### src/rtl/pong_sync_decoder.sv
// -----------------------------------------------------------------------------
// pong_sync_decoder
//
// Receiving end of the pong raster. Takes the core's active-high sync,
// blanking and 4-bit intensity (all on the core's pixel clock), and recovers
// pixel coordinates, line/frame geometry and a lock flag for downstream
// consumers (scan converter, OSD mixer, frame capture).
//
// Parameters
//   LOCK_FRAMES   consecutive identical frames before `locked` rises (1..15)
//
// Ports
//   clk7_159      in   1   pixel clock (7.159 MHz)
//   _rst          in   1   asynchronous active-low reset
//   hsync, vsync  in   1   active-high sync
//   hblank,vblank in   1   active-high blanking
//   video         in   4   pixel intensity
//   x             out  9   clocks since the last line start, saturates at 511
//   y             out  9   lines since the last frame start, saturates at 511
//   new_line      out  1   one-cycle pulse while x == 0
//   new_frame     out  1   one-cycle pulse while y == 0
//   line_len      out 10   length of the last complete line (x+1)
//   frame_lines   out 10   line count of the last complete frame (y+1)
//   locked        out  1   geometry stable
//   pix_valid     out  1   locked and not blanked, aligned with x/y
//   pix           out  4   delayed video while pix_valid, else 0
//
// Build option
//   SYNC_DEGLITCH_EN  when defined, a third front-end stage is added and a
//                     sync edge needs two consecutive high samples, so a
//                     one-clock sync glitch is ignored. Sync-to-coordinate
//                     latency grows from 2 to 3 clocks; blank/video get the
//                     same extra stage so pix stays aligned with x.
// -----------------------------------------------------------------------------
module pong_sync_decoder #(
    parameter int unsigned LOCK_FRAMES = 2
) (
    input  logic       clk7_159,
    input  logic       _rst,
    input  logic       hsync,
    input  logic       vsync,
    input  logic       hblank,
    input  logic       vblank,
    input  logic [3:0] video,
    output logic [8:0] x,
    output logic [8:0] y,
    output logic       new_line,
    output logic       new_frame,
    output logic [9:0] line_len,
    output logic [9:0] frame_lines,
    output logic       locked,
    output logic       pix_valid,
    output logic [3:0] pix
);

    // One sample of everything the core hands us.
    typedef struct packed {
        logic       hs;
        logic       vs;
        logic       hb;
        logic       vb;
        logic [3:0] video;
    } raster_t;

    typedef enum logic [1:0] {
        ST_SEARCH  = 2'd0,
        ST_MEASURE = 2'd1,
        ST_LOCKED  = 2'd2
    } lock_state_e;

    localparam logic [8:0] COORD_MAX   = 9'd511;
    localparam logic [4:0] LOCK_TARGET = 5'(LOCK_FRAMES);

    // -------------------------------------------------------------------------
    // Front end: delay line and edge detection
    // -------------------------------------------------------------------------
    raster_t raw;
    raster_t s1_q;
    raster_t s2_q;

    logic       hs_edge;
    logic       vs_edge;
    logic       pix_hb;
    logic       pix_vb;
    logic [3:0] pix_video;

    assign raw = {hsync, vsync, hblank, vblank, video};

`ifdef SYNC_DEGLITCH_EN
    raster_t s3_q;

    always_ff @(posedge clk7_159 or negedge _rst) begin
        if (!_rst) begin
            s1_q <= '0;
            s2_q <= '0;
            s3_q <= '0;
        end else begin
            // NOTE: non-blocking assignments make this a true shift register;
            // with blocking ones every stage would collapse onto `raw`.
            s1_q <= raw;
            s2_q <= s1_q;
            s3_q <= s2_q;
        end
    end

    // Sync must be seen high on two consecutive samples to count as an edge.
    assign hs_edge   = s1_q.hs & s2_q.hs & ~s3_q.hs;
    assign vs_edge   = s1_q.vs & s2_q.vs & ~s3_q.vs;
    assign pix_hb    = s3_q.hb;
    assign pix_vb    = s3_q.vb;
    assign pix_video = s3_q.video;
`else
    always_ff @(posedge clk7_159 or negedge _rst) begin
        if (!_rst) begin
            s1_q <= '0;
            s2_q <= '0;
        end else begin
            // NOTE: non-blocking assignments make this a true shift register;
            // with blocking ones every stage would collapse onto `raw`.
            s1_q <= raw;
            s2_q <= s1_q;
        end
    end

    assign hs_edge   = s1_q.hs & ~s2_q.hs;
    assign vs_edge   = s1_q.vs & ~s2_q.vs;
    assign pix_hb    = s2_q.hb;
    assign pix_vb    = s2_q.vb;
    assign pix_video = s2_q.video;
`endif

    // -------------------------------------------------------------------------
    // Coordinate counters and measured geometry
    // -------------------------------------------------------------------------
    logic [8:0] x_q, x_d;
    logic [8:0] y_q, y_d;
    logic [9:0] line_len_q, line_len_d;
    logic [9:0] frame_lines_q, frame_lines_d;
    logic       new_line_q;
    logic       new_frame_q;

    // x+1 / y+1 carried at 10 bits so a saturated count reports 512.
    logic [9:0] x_inc;
    logic [9:0] y_inc;
    logic       x_sat;
    logic       y_sat;

    assign x_inc = {1'b0, x_q} + 10'd1;
    assign y_inc = {1'b0, y_q} + 10'd1;
    assign x_sat = (x_q == COORD_MAX);
    assign y_sat = (y_q == COORD_MAX);

    always_comb begin
        // NOTE: every output of this block gets a default first, so no path
        // leaves a variable unassigned and no latch is inferred.
        x_d           = x_sat ? x_q : x_inc[8:0];
        y_d           = y_q;
        line_len_d    = line_len_q;
        frame_lines_d = frame_lines_q;

        if (hs_edge) begin
            x_d        = '0;
            line_len_d = x_inc;
            y_d        = y_sat ? y_q : y_inc[8:0];
        end

        // Placed after the hsync branch so a coincident vsync wins for y.
        if (vs_edge) begin
            y_d           = '0;
            frame_lines_d = y_inc;
        end
    end

    always_ff @(posedge clk7_159 or negedge _rst) begin
        if (!_rst) begin
            x_q           <= '0;
            y_q           <= '0;
            line_len_q    <= '0;
            frame_lines_q <= '0;
            new_line_q    <= 1'b0;
            new_frame_q   <= 1'b0;
        end else begin
            x_q           <= x_d;
            y_q           <= y_d;
            line_len_q    <= line_len_d;
            frame_lines_q <= frame_lines_d;
            new_line_q    <= hs_edge;
            new_frame_q   <= vs_edge;
        end
    end

    // -------------------------------------------------------------------------
    // Lock FSM
    //
    // SEARCH tracks the most recent line length. The first vsync seen with a
    // known line length captures a reference frame size and moves to MEASURE,
    // which counts consecutive frames that repeat that size. A wrong line
    // length or a runaway line (x stuck at 511) drops straight back to SEARCH.
    // LOCKED holds until any line or frame disagrees with the references.
    // -------------------------------------------------------------------------
    lock_state_e state_q;
    logic [9:0]  ref_len_q;
    logic [9:0]  ref_lines_q;
    logic [3:0]  cnt_q;
    logic        locked_q;

    logic len_mismatch;
    logic lines_mismatch;

    assign len_mismatch   = hs_edge & (x_inc != ref_len_q);
    assign lines_mismatch = vs_edge & (y_inc != ref_lines_q);

    always_ff @(posedge clk7_159 or negedge _rst) begin
        if (!_rst) begin
            state_q     <= ST_SEARCH;
            ref_len_q   <= '0;
            ref_lines_q <= '0;
            cnt_q       <= '0;
            locked_q    <= 1'b0;
        end else begin
            case (state_q)
                ST_SEARCH: begin
                    if (hs_edge) begin
                        ref_len_q <= x_inc;
                    end
                    // ref_len_q == 0 means no line has been measured since
                    // reset, so there is nothing to compare frames against.
                    if (vs_edge && (ref_len_q != '0)) begin
                        ref_lines_q <= y_inc;
                        cnt_q       <= '0;
                        state_q     <= ST_MEASURE;
                    end
                end

                ST_MEASURE: begin
                    if (x_sat || len_mismatch) begin
                        state_q <= ST_SEARCH;
                    end else if (vs_edge) begin
                        if (lines_mismatch) begin
                            ref_lines_q <= y_inc;
                            cnt_q       <= '0;
                        end else begin
                            cnt_q <= cnt_q + 4'd1;
                            if (({1'b0, cnt_q} + 5'd1) == LOCK_TARGET) begin
                                state_q  <= ST_LOCKED;
                                locked_q <= 1'b1;
                            end
                        end
                    end
                end

                ST_LOCKED: begin
                    if (x_sat || len_mismatch || lines_mismatch) begin
                        state_q  <= ST_SEARCH;
                        locked_q <= 1'b0;
                    end
                end

                default: begin
                    state_q  <= ST_SEARCH;
                    locked_q <= 1'b0;
                end
            endcase
        end
    end

    // -------------------------------------------------------------------------
    // Outputs
    // -------------------------------------------------------------------------
    assign x           = x_q;
    assign y           = y_q;
    assign new_line    = new_line_q;
    assign new_frame   = new_frame_q;
    assign line_len    = line_len_q;
    assign frame_lines = frame_lines_q;
    assign locked      = locked_q;

    // Blank/video come from the same delay stage that feeds edge detection,
    // so pix lines up with the x/y the counters report in the same cycle.
    assign pix_valid = locked_q & ~pix_hb & ~pix_vb;
    assign pix       = pix_video & {4{pix_valid}};

endmodule

### config.mk
export PLATFORM = sky130hd
export DESIGN_NAME = pong_sync_decoder
export DESIGN_NICKNAME = d
export VERILOG_FILES = /design/src/rtl/pong_sync_decoder.sv
export SDC_FILE = /design/constraint.sdc
export NUM_CORES = 1
export LEC_CHECK = 0
export ABC_AREA = 1
export BUFFER_PORTS_ARGS = -buffer_cell sky130_fd_sc_hd__buf_2
export CAP_MARGIN = 20
export CORE_ASPECT_RATIO = 0.5
export CORE_MARGIN = 3
export CORE_UTILIZATION = 25
export DETAILED_ROUTE_END_ITERATION = 16
export MAX_ROUTING_LAYER = met4
export PLACE_DENSITY = 0.4
export SETUP_SLACK_MARGIN = 0.05
export SLEW_MARGIN = 20
export SYNTH_ARGS = -nofsm -noshare
export SYNTH_HDL_FRONTEND = slang
export SYNTH_SLANG_ARGS = --single-unit
### constraint.sdc
create_clock -name clk7_159 -period 2.5 [get_ports clk7_159]
set_clock_uncertainty 0.05 [all_clocks]
set_input_delay 0.5 -clock clk7_159 [delete_from_list [all_inputs] [get_ports clk7_159]]
set_output_delay 0.5 -clock clk7_159 [all_outputs]
set_load 0.02 [all_outputs]
==> flow_metrics.env, run 1 <==
export IMPL_status="finished, final reports clean"
export IMPL_grt_pass1_wl_um=17800
export IMPL_gr_total_overflow=0
export IMPL_rr_startpoint="y[1]"
export IMPL_clkTransAtPathRegs_ns=0.07
export IMPL_p_leak_nw=2.63
export IMPL_wl_per_cell_um=13.7
export IMPL_coreArea_mm2=0.0149
export IMPL_cts_root_buf="clkbuf_16"
export IMPL_cpMaxStageDelayCell="dfrtp_2"
export IMPL_crit_fanout=4
export IMPL_drtIter0Drc=146
export IMPL_die_x_um=184
export IMPL_synth_cell_types=26
export IMPL_max_freq_ghz=0.405
export IMPL_crit_type="flip-flop to flip-flop"
export IMPL_insertion_delay_ns=0.35
export IMPL_grt_pass1_vias=3352
export IMPL_cts_tree="yes"
export IMPL_dr_pass1_iters=4
export IMPL_slew_headroom=0.638
export IMPL_path_buf_inv=1
export IMPL_rows=31
export IMPL_regArea_mm2=0.00208
export IMPL_h_tree_depth=3
export IMPL_layout_min_cycle_time_ns=2.47
export IMPL_die_area_mm2=0.0174
export IMPL_period_share=0.989
export IMPL_syn_area_mm2=0.00394
export IMPL_cp_start_kind="flip-flop"
export IMPL_die_h_um=94.8
export IMPL_critPathTopFamily="simple AND/OR/NAND/NOR gates"
export IMPL_synthCells=481
export IMPL_final_cells=778
export IMPL_drive_gt1_frac=0.260
export IMPL_finalInstanceArea_mm2=0.00525
export IMPL_maxSlewViolCount=0
export IMPL_yosysTopAreaCellShare=0.527
export IMPL_track_usage=0.136
export IMPL_ant_nets=0
export IMPL_ys_seq_elements=83
export IMPL_hold_buffers=0
export IMPL_clock_sinks=83
export IMPL_clockBufferDepth=2
export IMPL_synthesis_nets=497
export IMPL_antenna_found_initial=0
export IMPL_portBuffers=55
export IMPL_worstMarginPinSlew_ns=0.541
export IMPL_gp_congestion=0.788
export IMPL_drc=0
export IMPL_vdd_drop_max_mv=0.414
export IMPL_hold_slack_ns=0.0653
export IMPL_drt_total_wl_um=10700
export IMPL_dpl_cell_area_mm2=0.00468
export IMPL_hold_class="input pin to asynchronous set/reset pin"
export IMPL_io_pins=56
export IMPL_power_density_mw_per_mm2=902
export IMPL_synth_most_common_cell="nand2_1"
export IMPL_fillers=1579
export IMPL_multiInputGateArea_mm2=0.00175
export IMPL_synth_async_reset_ratio=1.00
export IMPL_synth_area_top_cells="dfrtp_1, nand2_1, inv_1, nand3_1, o21ai_0"
export IMPL_yosysSeqAreaShare=0.527
export IMPL_arrival_ns=2.65
export IMPL_setup_viol=0
export IMPL_place_detailed_instances=754
export IMPL_synth_edf_count=0
export IMPL_initial_utilization=0.264
export IMPL_via_count=3387
export IMPL_fin_nets=591
export IMPL_place_hpwl_um=7900
export IMPL_area_delta_synth_final_pct=33.3
export IMPL_grt_max_degree=37
export IMPL_ys_warn_count=0
export IMPL_synth_top_cell_by_area="dfrtp_1"
export IMPL_synth_top_cells_by_count="nand2_1, dfrtp_1, inv_1"
export IMPL_critical_path_required_ns=2.68
export IMPL_path_cells="ha_4 > nand3_4 > nor2_4 > nand2_2 > nor2_2 > ha_1 > xnor2_1 > nand3_1 > nor2_1 > nand3_1 > nor2_1 > nand2_1 > nand2_4 > buf_6 > nand2_2 > nand2_2 > nand3_1 > nand2_1 > nand2_1"
export IMPL_avgSynthCellArea_um2=8.19
export IMPL_worst_path_largest_cell_delay_ns=0.39
export IMPL_grt_setup_unrepaired="yes"
export IMPL_cts_made_buffers=9
export IMPL_synth_ff_type="dfrtp_1"
export IMPL_num_antenna_cells=0
export IMPL_critical_path_startpoint="y[1]"
export IMPL_worstSetupEndpointType="flip-flop"
export IMPL_hold_violations=0
export IMPL_avgViaCountPerCell=4.35
export IMPL_drv_cap=0
[path summary, 6_finish.rpt]
path | end | slack, ns | depth (start not counted)
max in group asynchronous | x[0] | 1.70 | 2
min | ref_len_q[4] | 0.07 | 1
max reg2reg | locked | 0.03 | 19
max | locked | 0.03 | 19
min reg2reg | pix_video[3] | 0.30 | 0
min in group clk7_159 | s1_q[2] | 0.20 | 1
[layout by cell type, fill, tap and decap left out, types with 2 or more instances in the layout]
master	n
o21ai_0	38
o21ai_1	5
clkbuf_16	10
nand4_1	13
buf_6	3
nand2_4	6
nand2_1	131
bufinv_16	2
nor3_1	2
buf_4	32
nor2_4	4
dfrtp_2	4
inv_6	3
a21oi_1	2
xnor2_1	3
nand3_4	4
buf_12	2
xor2_1	4
dfrtp_1	79
inv_1	59
nand2_2	11
inv_2	2
nand3_1	40
ha_1	3
o22ai_1	11
nor2_1	31
nand3b_1	7
nor2_2	4
nand3_2	2
ha_4	3
buf_2	54
or2_2	2
[metrics by stage]
step           setup slack, ns  total power [mW]   util  TNS (ns)
2_1_floorplan           0.0652              2.57      -         0
5_1_grt                 -0.170              5.05  0.352     -2.07
4_1_cts                -0.0780              4.64  0.341    -0.757
3_5_place_dp           -0.0733              3.02  0.313    -0.790
3_3_place_gp           -0.0504              3.02  0.313    -0.621
6_report                0.0285              4.73  0.352         0
[power by group]
part	internal (mW)	switching [mW]
sequential	1.51	0.129
combinational	0.610	0.983
clock	0.894	0.607
total	3.02	1.72
[flip-flops by register name (all words and copies together), names as in the netlist, 2 cells and up]
register,flops
line_len,10
frame_lines,10
pix_video,4
state_q,2
x,9
s1_q,8
ref_lines_q,10
cnt_q,4
y,9
ref_len_q,10
s2_q,2
[routing by layer]
layer,track usage,vias to the layer above,routed length [um]
met5,-,-,0
met4,0.0380,0,127
met3,0.0319,10,333
met2,0.215,38,4870
met1,0.176,1600,5360
li1,-,1739,-
[area by class of cell]
type | count | area share
timing repair buffer | 92 | 0.116
tap | 198 | 0.0472
sequential | 83 | 0.396
inverter | 62 | 0.0443
clock inverter | 7 | 0.0200
clock buffer | 9 | 0.0429
multi-input combinational | 327 | 0.333
[logic make-up (layout without fill, tap and decap cells)]
family / after synthesis / count (layout) / synth area share
simple gates: 257 / 258 / 0.291
compound gates: 56 / 56 / 0.0747
fa+ha+maj: 6 / 6 / 0.0191
xor+xnor: 7 / 7 / 0.0156
buf+inv: 72 / 170 / 0.0721
flops: 83 / 83 / 0.527
[what timing repair did]
action | in CTS | in global routing
resized for setup | 8 | 29
pin swaps | 10 | 26
setup endpoints to repair | 17 | 17
gates cloned | 1 | 1
setup buffers | 5 | 1
Power figures use the tool's default switching activity.
==> run 2, diff against run 1 <==
BUFFER_PORTS_ARGS = -buffer_cell sky130_fd_sc_hd__buf_4   (was -buffer_cell sky130_fd_sc_hd__buf_2)
MAX_ROUTING_LAYER = default   (was met4)
==> run 2 against run 1 <==
Die area is the same. Setup slack better by 0.015 ns. Sequential power hardly changed. Flip-flop and latch count unchanged. Via count is 1.4% higher. Power shrank 2.2%.
==> flow_metrics.env, run 2 (synthesis gave the netlist of run 1 again) <==
export IMPL_crit_fanout=12
export IMPL_area_delta_synth_final_pct=37.1
export IMPL_cts_tree="yes"
export IMPL_antenna_found_initial=0
export IMPL_critical_path_required_ns=2.73
export IMPL_drv_cap=0
export IMPL_drt_total_wl_um=10800
export IMPL_worst_path_largest_cell_delay_ns=0.40
export IMPL_coreArea_mm2=0.0149
export IMPL_critPathTopFamily="simple AND/OR/NAND/NOR gates"
export IMPL_fin_nets=597
export IMPL_clock_sinks=83
export IMPL_critical_path_startpoint="y[1]"
export IMPL_via_count=3436
export IMPL_cpMaxStageDelayCell="dfrtp_2"
export IMPL_power_frac_comb=0.352
export IMPL_worstSetupEndpointType="flip-flop"
export IMPL_rr_worst_depth=17
export IMPL_avgViaCountPerCell=4.38
export IMPL_cp_depth=17
export IMPL_status="finished, final reports clean"
export IMPL_sequentialPowerShare=0.355
export IMPL_die_area_mm2=0.0174
export IMPL_arrival_ns=2.69
export IMPL_portBuffers=55
export IMPL_multiInputGateArea_mm2=0.00176
export IMPL_h_tree_depth=3
export IMPL_place_hpwl_um=7890
export IMPL_hold_slack_ns=0.0756
export IMPL_internal_power_mw=2.85
export IMPL_grt_pass1_wl_um=17900
export IMPL_hold_buffers=0
export IMPL_dr_pass1_iters=4
export IMPL_grt_pass1_vias=3448
export IMPL_num_antenna_cells=0
export IMPL_rr_startpoint="y[1]"
export IMPL_maxSlewViolCount=0
export IMPL_gr_total_overflow=0
export IMPL_finalSetupTns_ns=0
export IMPL_track_usage=0.131
export IMPL_max_freq_ghz=0.407
export IMPL_initial_utilization=0.264
export IMPL_drive_gt1_frac=0.268
export IMPL_regToRegEndpoint="ref_lines_q[5]"
export IMPL_hold_violations=0
export IMPL_grt_setup_unrepaired="yes"
export IMPL_cp_start_kind="flip-flop"
export IMPL_die_h_um=94.8
export IMPL_rows=31
export IMPL_gp_congestion=0.786
export IMPL_slew_headroom=0.606
export IMPL_crit_end="ref_lines_q[5]"
export IMPL_worstMarginPinSlew_ns=0.590
export IMPL_regArea_mm2=0.00208
export IMPL_insertion_delay_ns=0.35
export IMPL_grt_max_degree=37
export IMPL_io_pins=56
export IMPL_layout_min_cycle_time_ns=2.46
export IMPL_layout_common_cells="nand2_1, buf_4, dfrtp_1"
export IMPL_drtIter0Drc=222
export IMPL_drc=0
export IMPL_cts_made_buffers=9
export IMPL_swShare=0.384
export IMPL_fillers=1559
export IMPL_p_clk_frac=0.293
export IMPL_ant_nets=0
export IMPL_final_common_cell="nand2_1"
export IMPL_power_density_mw_per_mm2=857
export IMPL_crit_type="flip-flop to flip-flop"
export IMPL_hold_class="input pin to asynchronous set/reset pin"
export IMPL_wl_per_cell_um=13.8
export IMPL_period_share=0.982
export IMPL_path_buf_inv=0
export IMPL_p_leak_nw=2.64
export IMPL_setup_viol=0
export IMPL_clkTransAtPathRegs_ns=0.07
export IMPL_rrSetupSlack_ns=0.04
export IMPL_cts_root_buf="clkbuf_16"
export IMPL_switching_power_mw=1.78
export IMPL_vdd_drop_max_mv=0.437
export IMPL_die_x_um=184
export IMPL_path_cells="ha_4 > nand3_4 > nor2_4 > nand2_2 > nor2_1 > ha_1 > xnor2_1 > nand3_1 > nor2_1 > nand3_1 > nor2_1 > nand2_1 > nand2_4 > nand2_8 > nand3_4 > nand2_1 > nand2_1"
export IMPL_clockBufferDepth=2
-- run 2: cell count changes in the layout (fill, tap and decap cells not counted), sizes merged --
cell / delta
clkbuf: -1
clkinv: +3
buf: +7
clkinvlp: -1
bufinv: -2
-- run 2: final cells by class --
type / count / area share
clock buffer: 9 / 0.0417
clock inverter: 7 / 0.0151
inverter: 62 / 0.0436
multi-input combinational: 327 / 0.327
sequential: 83 / 0.386
tap: 198 / 0.0459
timing repair buffer: 98 / 0.142
-- run 2: repair_timing --
item                       in CTS  in global routing
cloned                          1                  0
setup endpoints to repair      17                 17
setup buffers                   6                  3
pin swaps                      20                 20
resized for setup               9                 27
-- run 2: metrics by stage --
| step | cells | setup slack [ns] | utilization | power (mW) | instance area, um^2 |
|---|---|---|---|---|---|
| global route | 784 | -0.0854 | 0.362 | 4.94 | 5400 |
| global placement | 758 | -0.0918 | 0.325 | 3.06 | 4850 |
| floorplan | 481 | 0.0652 | - | 2.57 | 3960 |
| detailed placement | 758 | -0.0839 | 0.325 | 3.05 | 4850 |
| finish | 784 | 0.0440 | 0.362 | 4.63 | 5400 |
| CTS | 781 | -0.0137 | 0.351 | 4.58 | 5250 |
-- run 2: per-layer routing --
| layer | GRT usage | vias up | share of wire |
|---|---|---|---|
| met1 | 0.183 | 1616 | 0.50 |
| met4 | 0.0336 | 0 | 0.0099 |
| met2 | 0.204 | 55 | 0.45 |
| met3 | 0.0319 | 8 | 0.040 |
| met5 | 0 | - | 0 |
| li1 | - | 1757 | - |
-- run 2: worst min path at each step --
stage,from,end,slack (ns),cells after the start
floorplan,_rst,cnt_q[0],0.15,0
global placement,s1_q[5],pix_hb,0.28,0
detailed placement,s1_q[5],pix_hb,0.29,0
CTS,_rst,line_len[0],0.09,1
global route,_rst,line_len[0],0.11,1
finish,_rst,line_len[0],0.08,1
-- run 2: power groups by stage --
stage               registers, mW  clock network, mW  logic, mW
floorplan                    1.74                  0      0.832
global route                 1.67               1.46       1.81
detailed placement           1.66                  0       1.39
CTS                          1.64               1.40       1.54
finish                       1.64               1.36       1.63
global placement             1.66                  0       1.40
